--- src/rtl/erx_pkg.sv ---
// Shared definitions for the eMesh receive dispatcher: packet layout, default width and helpers.
package erx_pkg;

    localparam int unsigned PKT_W        = 104;

    localparam int unsigned WRITE_LSB    = 0;
    localparam int unsigned DATAMODE_LSB = 1;
    localparam int unsigned DATAMODE_W   = 2;
    localparam int unsigned CTRLMODE_LSB = 4;
    localparam int unsigned CTRLMODE_W   = 4;
    localparam int unsigned DSTADDR_LSB  = 8;
    localparam int unsigned DSTADDR_W    = 32;
    localparam int unsigned DATA_LSB     = 40;
    localparam int unsigned DATA_W       = 32;
    localparam int unsigned SRCADDR_LSB  = 72;
    localparam int unsigned SRCADDR_W    = 32;

    // Field layout of one inbound packet, MSB first.
    typedef struct packed {
        logic [SRCADDR_W-1:0]  srcaddr;
        logic [DATA_W-1:0]     data;
        logic [DSTADDR_W-1:0]  dstaddr;
        logic [CTRLMODE_W-1:0] ctrlmode;
        logic                  rsvd;
        logic [DATAMODE_W-1:0] datamode;
        logic                  write;
    } emesh_pkt_t;

    function automatic int unsigned clog2(input int unsigned value);
        int unsigned result;
        result = 0;
        while ((32'd1 << result) < value) begin
            result = result + 1;
        end
        return result;
    endfunction

endpackage

--- src/rtl/erx_sfifo.sv ---
// Synchronous first-word-fall-through FIFO; the head entry is always visible on dout.
module erx_sfifo
    import erx_pkg::*;
#(
    parameter int unsigned DW    = PKT_W,
    parameter int unsigned DEPTH = 8
) (
    input  logic                        clk,
    input  logic                        nreset,
    input  logic                        push,
    input  logic [DW-1:0]               din,
    input  logic                        pop,
    output logic [DW-1:0]               dout,
    output logic [clog2(DEPTH):0]       count,
    output logic                        full,
    output logic                        empty
);

    localparam int unsigned AW = clog2(DEPTH);
    localparam int unsigned CW = AW + 1;

    logic [DW-1:0] mem [DEPTH];
    logic [AW-1:0] wptr;
    logic [AW-1:0] rptr;
    logic [CW-1:0] count_nxt;
    logic          wr_en;
    logic          rd_en;

    // Fullness is judged on the pre-pop count, so a push into a full FIFO is lost even if it pops.
    assign wr_en = push & ~full;
    assign rd_en = pop & ~empty;

    always_comb begin
        count_nxt = count;
        if (wr_en && !rd_en) begin
            count_nxt = count + CW'(1);
        end else if (!wr_en && rd_en) begin
            count_nxt = count - CW'(1);
        end
    end

    always_ff @(posedge clk or negedge nreset) begin
        if (!nreset) begin
            wptr  <= '0;
            rptr  <= '0;
            count <= '0;
            full  <= 1'b0;
            empty <= 1'b1;
        end else begin
            if (wr_en) begin
                wptr <= wptr + AW'(1);
            end
            if (rd_en) begin
                rptr <= rptr + AW'(1);
            end
            count <= count_nxt;
            full  <= (count_nxt == CW'(DEPTH));
            empty <= (count_nxt == '0);
        end
    end

    // Storage is not reset; contents are only observed while non-empty.
    always_ff @(posedge clk) begin
        if (wr_en) begin
            mem[wptr] <= din;
        end
    end

    assign dout = mem[rptr];

endmodule

--- src/rtl/erx_dispatch.sv ---
// Routes inbound packets to per-channel FWFT buffers by ctrlmode, with shared pushback,
// saturating drop/overflow counters and a sticky overflow flag.
module erx_dispatch
    import erx_pkg::*;
#(
    parameter int unsigned PW      = PKT_W,
    parameter int unsigned NCH     = 3,
    parameter int unsigned DEPTH   = 8,
    parameter int unsigned SEL_LSB = CTRLMODE_LSB,
    parameter int unsigned SEL_W   = 3,
    parameter int unsigned MARGIN  = 2
) (
    input  logic                clk,
    input  logic                nreset,
    input  logic                in_access,
    input  logic [PW-1:0]       in_packet,
    output logic                in_wait,
    output logic [NCH-1:0]      out_access,
    output logic [NCH*PW-1:0]   out_packet,
    input  logic [NCH-1:0]      out_wait,
    output logic [15:0]         drop_count,
    output logic [15:0]         ovf_count,
    output logic                ovf_flag
);

    localparam int unsigned CW = clog2(DEPTH) + 1;

    logic [SEL_W-1:0]        sel;
    logic                    sel_ok;
    logic                    drop_event;
    logic                    ovf_event;
    logic [NCH-1:0]          ch_push;
    logic [NCH-1:0]          ch_pop;
    logic [NCH-1:0]          ch_full;
    logic [NCH-1:0]          ch_empty;
    logic [NCH-1:0]          ch_low;
    logic [NCH-1:0][CW-1:0]  ch_count;
    logic [NCH-1:0][CW-1:0]  ch_count_nxt;
    logic [NCH-1:0][PW-1:0]  ch_dout;

    assign sel        = in_packet[SEL_LSB +: SEL_W];
    assign sel_ok     = (32'(sel) < NCH);
    assign drop_event = in_access & ~sel_ok;
    assign ovf_event  = |(ch_push & ch_full);

    for (genvar k = 0; k < NCH; k++) begin : g_ch
        assign ch_push[k] = in_access & sel_ok & (sel == SEL_W'(k));
        assign ch_pop[k]  = ~ch_empty[k] & ~out_wait[k];

        erx_sfifo #(
            .DW    (PW),
            .DEPTH (DEPTH)
        ) u_fifo (
            .clk    (clk),
            .nreset (nreset),
            .push   (ch_push[k]),
            .din    (in_packet),
            .pop    (ch_pop[k]),
            .dout   (ch_dout[k]),
            .count  (ch_count[k]),
            .full   (ch_full[k]),
            .empty  (ch_empty[k])
        );

        // Post-edge occupancy, used to raise pushback while MARGIN entries are still free.
        assign ch_count_nxt[k] = ch_count[k] + CW'(ch_push[k] & ~ch_full[k]) - CW'(ch_pop[k]);
        assign ch_low[k]       = (CW'(DEPTH) - ch_count_nxt[k]) <= CW'(MARGIN);

        assign out_access[k]             = ~ch_empty[k];
        assign out_packet[k*PW +: PW]    = ch_dout[k];
    end

    always_ff @(posedge clk or negedge nreset) begin
        if (!nreset) begin
            in_wait    <= 1'b0;
            drop_count <= '0;
            ovf_count  <= '0;
            ovf_flag   <= 1'b0;
        end else begin
            in_wait <= |ch_low;
            if (drop_event && drop_count != 16'hFFFF) begin
                drop_count <= drop_count + 16'd1;
            end
            if (ovf_event && ovf_count != 16'hFFFF) begin
                ovf_count <= ovf_count + 16'd1;
            end
            if (ovf_event) begin
                ovf_flag <= 1'b1;
            end
        end
    end

endmodule

--- config.mk ---
export PLATFORM = sky130hd
export DESIGN_NAME = erx_dispatch
export DESIGN_NICKNAME = d
export VERILOG_FILES = /design/src/rtl/erx_pkg.sv /design/src/rtl/erx_sfifo.sv /design/src/rtl/erx_dispatch.sv
export SDC_FILE = /design/constraint.sdc
export NUM_CORES = 2
export LEC_CHECK = 0
export BUFFER_PORTS_ARGS = -buffer_cell sky130_fd_sc_hd__buf_2
export CELL_PAD_IN_SITES_DETAIL_PLACEMENT = 0
export CELL_PAD_IN_SITES_GLOBAL_PLACEMENT = 1
export CORE_AREA = 3 3 445 447
export CTS_BUF_LIST = sky130_fd_sc_hd__clkbuf_4
export DETAILED_ROUTE_END_ITERATION = 6
export DIE_AREA = 0 0 448 450
export MAX_ROUTING_LAYER = met4
export PLACE_DENSITY_LB_ADDON = 0.2
export SETUP_SLACK_MARGIN = 0.5
export SLEW_MARGIN = 20
export SYNTH_ARGS = -nofsm -noshare
export SYNTH_HDL_FRONTEND = slang
export SYNTH_SLANG_ARGS = --single-unit
--- constraint.sdc ---
create_clock -name clk -period 18.8 [get_ports clk]
set_input_delay 0.94 -clock clk [delete_from_list [all_inputs] [get_ports clk]]
set_output_delay 0.94 -clock clk [all_outputs]
set_load 0.1 [all_outputs]
# == Word level (Yosys, flattened, before mapping) ==
# Memory sizes are Yosys's and may differ from the RTL's.
# Index checks and enable logic that the tools add are counted.
# totals
reg_bits,70
ram_bits,2496
in_bits,110
output_inout_bits,349
wordCells,119
n_memories,3
# classes
n_addsub,23
order_cmp,4
n_eq_ne,7
n_mux,12
n_bitwise,31
n_reduce_logical,20
# mem_list
memory,words,word_bits,read_ports,rd_clocked_by_memory_dff,write_ports,line,source
g_ch[0].u_fifo.mem,8,104,1,0,1,erx_sfifo.sv:22,logic [DW-1:0] mem [DEPTH];
g_ch[1].u_fifo.mem,8,104,1,0,1,erx_sfifo.sv:22,
g_ch[2].u_fifo.mem,8,104,1,0,1,erx_sfifo.sv:22,
# ops
cell,n
16-bit by 1-bit adder with 16-bit output (second input constant),2
16-bit inequality test (second input constant),2
4-bit 2-to-1 mux,6
3-bit by 1-bit adder with 3-bit output (second input constant),6
1-bit bitwise AND,14
4-bit by 1-bit adder with 4-bit output (second input constant),3
4-bit adder,3
1-bit by 4-bit bitwise AND with 4-bit output,3
4-bit equality test (second input constant),3
4-bit by 2-bit <= comparator with 1-bit output (second input constant),3
4-bit zero test,3
1-bit inverter with 4-bit output,3
4-bit by 1-bit subtractor with 4-bit output,3
4-bit by 1-bit subtractor with 4-bit output (second input constant),3
4-bit subtractor (first input constant),3
1-bit inverter,10
1-bit logical AND,8
1-bit zero test,6
1-bit 2-to-1 mux,6
3-bit OR reduction,2
3-bit bitwise AND,1
3-bit by 1-bit equality test with 1-bit output (second input constant),1
3-bit by 2-bit equality test with 1-bit output (second input constant),1
3-bit zero test,1
3-bit by 2-bit < comparator with 1-bit output (second input constant),1

# == Longest topological paths before layout ==
# logic_depth
word_depth,9
mapped_depth,13
ltp_nobuf,12

# == Hierarchy ==
# Synthesis repeated with hierarchy kept, for this count alone.
# hier_totals
cells_unflattened,4042
area_unflattened_um2,97715.0
# modules_own_cells
mod,n_inst,cells_each,area_per_inst_um2,seq_area_each_um2
erx_sfifo at g_ch[1].u_fifo ...,2,1281,31880.6,25285.5
erx_sfifo at g_ch[0].u_fifo,1,1280,31884.3,25285.5
erx_dispatch,1,200,2069.5,850.8

# == Worst setup path after synthesis ==
# No wires, ideal clock.
# synth_timing
kind,input-to-reg
startpoint,input port in_packet[6]
endpoint,memory g_ch[0].u_fifo.mem[1][0] (netlist name) (enable)
setup_ns,0.859
arrival_time_ns,12.138
t_required_ns,17.941
setup_slack_ns,5.803
path_stages,3
path_buffers,0
cell_sequence,nor4b_2 -> nand2_1 -> nor4b_1
# synth_via
elab_chain_cells,6
elab_cells_between_ends,7
cone_classes,order compare (1); mux (2); bitwise (3); reduce/logical (1)
# synth_rtl
element,line,source
"start, declared",erx_dispatch.sv:16,"input logic [PW-1:0] in_packet,"
3-bit by 2-bit < comparator with 1-bit output,erx_dispatch.sv:42,assign sel_ok = (32'(sel) < NCH);
1-bit bitwise AND,erx_dispatch.sv:47,assign ch_push[k] = in_access & sel_ok & (sel == SEL_W'(k));
1-bit bitwise AND *,erx_dispatch.sv:47,
1-bit bitwise AND *,erx_sfifo.sv:30,assign wr_en = push & ~full;
1-bit 2-to-1 mux *,erx_sfifo.sv:64,if (wr_en) begin
1-bit 2-to-1 mux (implied by the code) *,erx_sfifo.sv:65,mem[wptr] <= din;
"end, declared",erx_sfifo.sv:22,
# Mark *: on every way between the ends. The rest lies on a longest branch, timed or not.

# == Worst setup path in the final report ==
# layout_timing
startpoint,register g_ch[2].u_fifo.rptr[0]
endpoint,output port out_packet[260]
# layout_via
elab_chain_cells,1
# layout_rtl
element,line,source
"start, declared",erx_sfifo.sv:24,logic [AW-1:0] rptr;
"start signal, assigned",erx_sfifo.sv:54,rptr <= rptr + AW'(1);
memory 8 x 104 bit,-,
"end, declared",erx_dispatch.sv:19,"output logic [NCH*PW-1:0] out_packet,"
# No other way between the ends.

==> reports/summary.log <==
[clock_network] Hold Buf Count CTS 109
[synth] arithmetic-cell share of the synthesized area counting full adders, half adders and majority gates 0.003410
[final_layout] area delta synth->final 14.94%
[setup_path] setup slack of the most critical reg-to-reg path 15150 ps
[clock_network] TritonCTS clock tree built
[route] DRC violation total after the first TritonRoute iteration 3702
[clock_network] buffer cell driving the clock tree root sky130_fd_sc_hd__clkbuf_4
[route] Antenna Nets Post-Route 0
[timing] worst hold-check slack 290.6 ps
[route] first drt pass iteration count 5
[setup_path] cells along the critical path buf_4 > buf_4 > buf_4 > mux4_2 > mux2_2 > buf_2
[synth] Yosys top cell by area sky130_fd_sc_hd__edfxtp_1
[route] total via count after detailed routing 46720
[synth] share of the synthesized area in the top cell type 0.7709
[synth] sequential area share after synthesis 0.7890
[route] routed wire length 231900 um
[clock_network] Skew-Pair Late Insertion Delay 1350 ps
[run_status] outcome finished clean
[floorplanning] vertical die dimension 450 um
[run] Max Cap Violations 0
[global_routing] global-route total usage across every layer 0.2406
[route] number of DRC violations after detailed routing 0
[floorplanning] count of standard-cell rows 162
[setup_path] Critical Path End out_packet[260]
[clock_network] Setup Buffers After CTS 0
[synth] number of distinct library cells after synthesis 61
[clock_network] post-cts sizing count 0
[final_layout] # fillers 14500
[setup_path] critical register-to-register path startpoint g_ch[2].u_fifo.full
[synth] simple-gate share of the synthesized area 0.008725
[synth] multiplexer share of the synthesized area 0.1822
[hold_path] worst min path class input port to async pin
[setup_path] family with the most delay on the worst path buffers and inverters
[synth] count of flip-flops with a built-in enable after synthesis 2496
[timing] highest attainable clock frequency 0.1451 GHz
[place] worst setup slack before clock tree synthesis 13140 ps
[place] Detail Placement HPWL 125000 um
[floorplanning] Std-Cell Core Area 194600 um^2
[global_routing] largest net degree at the start of global routing 105
[synth] top_reg_cell synth sky130_fd_sc_hd__edfxtp_1
[final_layout] commonest non-fill, non-tap cell in the layout sky130_fd_sc_hd__edfxtp_1
[clock_network] clk sink count 2566
[synth] ys async rst share 0.02728
[floorplanning] initial core utilization 0.4996
[setup_path] startpoint class of the critical path flop
[setup_path] end of the worst register-to-register path g_ch[2].u_fifo.mem[3][53]
[setup_path] required time at the worst-slack endpoint 17860 ps
[final_layout] fraction of final layout cells sized beyond drive strength 1 0.4600
[timing] measured slew at the worst slew-check pin 1080 ps
[synth] mean cell area of the mapped netlist 24.45 um^2
[setup_path] most common cell type on the critical path sky130_fd_sc_hd__buf_4
[setup_path] CP Depth 6
[timing] final setup violation count 0
[clock_network] maximum buffer depth of the clock tree 4
[timing] share of the clock period used by the worst path 0.3666
[synth] post-synthesis register bit count 2566
[clock_network] number of clock buffers inserted by TritonCTS 663
[route] post-DR wirelength/cell 28.68 um
[timing] post-route setup TNS 0 ps
[final_layout] number of nets in the layout 5260
[final_layout] top library cells by usage in the layout, fill and taps aside 2496 x sky130_fd_sc_hd__edfxtp_1, 944 x sky130_fd_sc_hd__clkbuf_4, 624 x sky130_fd_sc_hd__mux4_2
[synth] Synth Cell Area 97220 um^2
[synth] number of nets in the synthesized netlist 4109
[global_routing] grt total ovfl 0
[setup_path] category of the most critical setup path flop to primary output
[timing] number of max-slew violations in the final report 0
[setup_path] Crit-path slowest cell sky130_fd_sc_hd__dfrtp_4
[synth] xor and xnor fraction of the mapped netlist area 0.004569
[route] post-DR vias/cell 5.778
[synth] post-synthesis instance total 3976
[final_layout] Final Instance Area 111700 um^2
[setup_path] Worst EP arrival 5950 ps
[synth] largest cells by area after synthesis sky130_fd_sc_hd__edfxtp_1 77%, sky130_fd_sc_hd__mux4_2 14%, sky130_fd_sc_hd__mux2_2 3.7%, sky130_fd_sc_hd__dfrtp_1 1.7%, sky130_fd_sc_hd__xnor2_1 0.31%
[place] weighted congestion reported at the end of routability-driven placement 0.7445
[global_routing] global-route wire length before repair 338500 um
[clock_network] H-tree Lvls 6
[setup_path] critical path buffer and inverter count 4
[floorplanning] die extent in x 448 um
[synth] compound-cell area share of the yosys netlist 0.002098
[synth] main combinational cell family by area after synthesis multiplexers
[floorplanning] Die Footprint 201600 um^2
[timing] skew final 74.19 ps
[synth] count of synthesis-stage warnings from yosys 0
[timing] count of final hold-check violations 0
[place] port buffer count 458
[setup_path] biggest fanout along the worst timing path 42
[setup_path] worst reg-to-reg path cell count 6
[timing] final worst slack 11910 ps
[timing] setup repair after global routing missed its margin no
[setup_path] biggest cell delay along the critical path 980 ps
[place] total cell area at the placement stage 102800 um^2
[global_routing] via count of the first global-routing pass 50140
[clock_network] clock-pin slew on the worst setup and hold paths 70 ps
[global_routing] antenna violations before repair 13
[timing] worst slew margin relative to its limit 0.2799
[setup_path] worst setup path startpoint g_ch[2].u_fifo.rptr[0]
[timing] Tmin final 6891 ps
[floorplanning] ports placed on the boundary 459
[setup_path] sort of element at the end of the critical path primary output
## state kept, by name (all words and copies together), names as in the netlist
name               flops
g_ch.u_fifo.mem     2496
drop_count            16
ovf_count             16
g_ch.u_fifo.count     12
g_ch.u_fifo.rptr       9
g_ch.u_fifo.wptr       9
g_ch.u_fifo.empty      3
g_ch.u_fifo.full       3
in_wait                1
ovf_flag               1
## stage by stage
step                utilization  instances
floorplan                     -       3976
global placement         0.5283       6894
detailed placement       0.5283       6894
CTS                      0.5740       8074
global route             0.5742       8083
finish                   0.5743       8086
## how the worst min path moves through the flow
stage                                          to  slack, ps
after floorplan           g_ch[0].u_fifo.count[3]        500
after global routing                 ovf_count[0]        210
after CTS                  g_ch[2].u_fifo.wptr[0]        110
after detailed placement                 ovf_flag        450
final                                ovf_count[7]        290
after global placement                   ovf_flag        450
## routing by layer
metal  up-vias  GRT usage  wire, um
met3       321    0.05134     13930
li1      19660          -         -
met2      1595     0.3787    116400
met1     25150     0.3165     95890
met5         -          -         0
met4         0    0.07874      5716
## worst reg2reg max path, delay by kind of cell (launching register included)
kind / cells / cell delay [ps]
flops: 1 / 410
simple gates: 3 / 1250
buf+inv: 3 / 1510
## logic make-up after synthesis
logic type / after synthesis
and+or+nand+nor: 153
adders and majority gates: 25
AOI/OAI and AO/OA: 25
xor gates and xnor gates: 49
DFF: 2566
buffers and inverters: 210
muxes: 948
## cells in the mapped netlist (2+ instances only)
library cell	instances
sky130_fd_sc_hd__nor4b_1	3
sky130_fd_sc_hd__buf_4	30
sky130_fd_sc_hd__a21oi_1	3
sky130_fd_sc_hd__nor3_2	3
sky130_fd_sc_hd__xor2_1	13
sky130_fd_sc_hd__a31oi_1	3
sky130_fd_sc_hd__mux4_2	624
sky130_fd_sc_hd__nor3b_2	4
sky130_fd_sc_hd__xnor2_1	34
sky130_fd_sc_hd__a41oi_1	3
sky130_fd_sc_hd__dfrtp_1	67
sky130_fd_sc_hd__o21bai_1	2
sky130_fd_sc_hd__fa_1	3
sky130_fd_sc_hd__mux2_1	3
sky130_fd_sc_hd__nand2_1	42
sky130_fd_sc_hd__nand3_1	16
sky130_fd_sc_hd__buf_2	45
sky130_fd_sc_hd__nor2_1	20
sky130_fd_sc_hd__nor3_1	21
sky130_fd_sc_hd__edfxtp_1	2496
sky130_fd_sc_hd__nor4_2	3
sky130_fd_sc_hd__clkbuf_1	74
sky130_fd_sc_hd__a22o_1	2
sky130_fd_sc_hd__nand2b_1	10
sky130_fd_sc_hd__a22oi_1	3
sky130_fd_sc_hd__buf_6	2
sky130_fd_sc_hd__buf_1	27
sky130_fd_sc_hd__nor2b_1	3
sky130_fd_sc_hd__nor3b_1	2
sky130_fd_sc_hd__inv_1	30
sky130_fd_sc_hd__nand4_1	5
sky130_fd_sc_hd__inv_2	2
sky130_fd_sc_hd__dfstp_2	3
sky130_fd_sc_hd__and3_1	6
sky130_fd_sc_hd__mux2_2	318
sky130_fd_sc_hd__nor4_1	6
sky130_fd_sc_hd__or3b_1	2
sky130_fd_sc_hd__ha_1	20
## layout make-up
class / instances / area [um^2] / share of cell area
Sequential cell: 2566 / 76740 / 0.6867
Multi-Input combinational cell: 1200 / 19690 / 0.1762
Clock buffer: 944 / 7087 / 0.06342
Timing Repair Buffer: 664 / 4189 / 0.03749
Tap cell: 2542 / 3181 / 0.02846
Clock inverter: 127 / 714.4 / 0.006393
Inverter: 32 / 120.1 / 0.001075
Antenna cell: 11 / 27.53 / 0.0002463
Power is not shown: default switching activity piles up to over one toggle a cycle in this logic, so the estimate is an artifact.
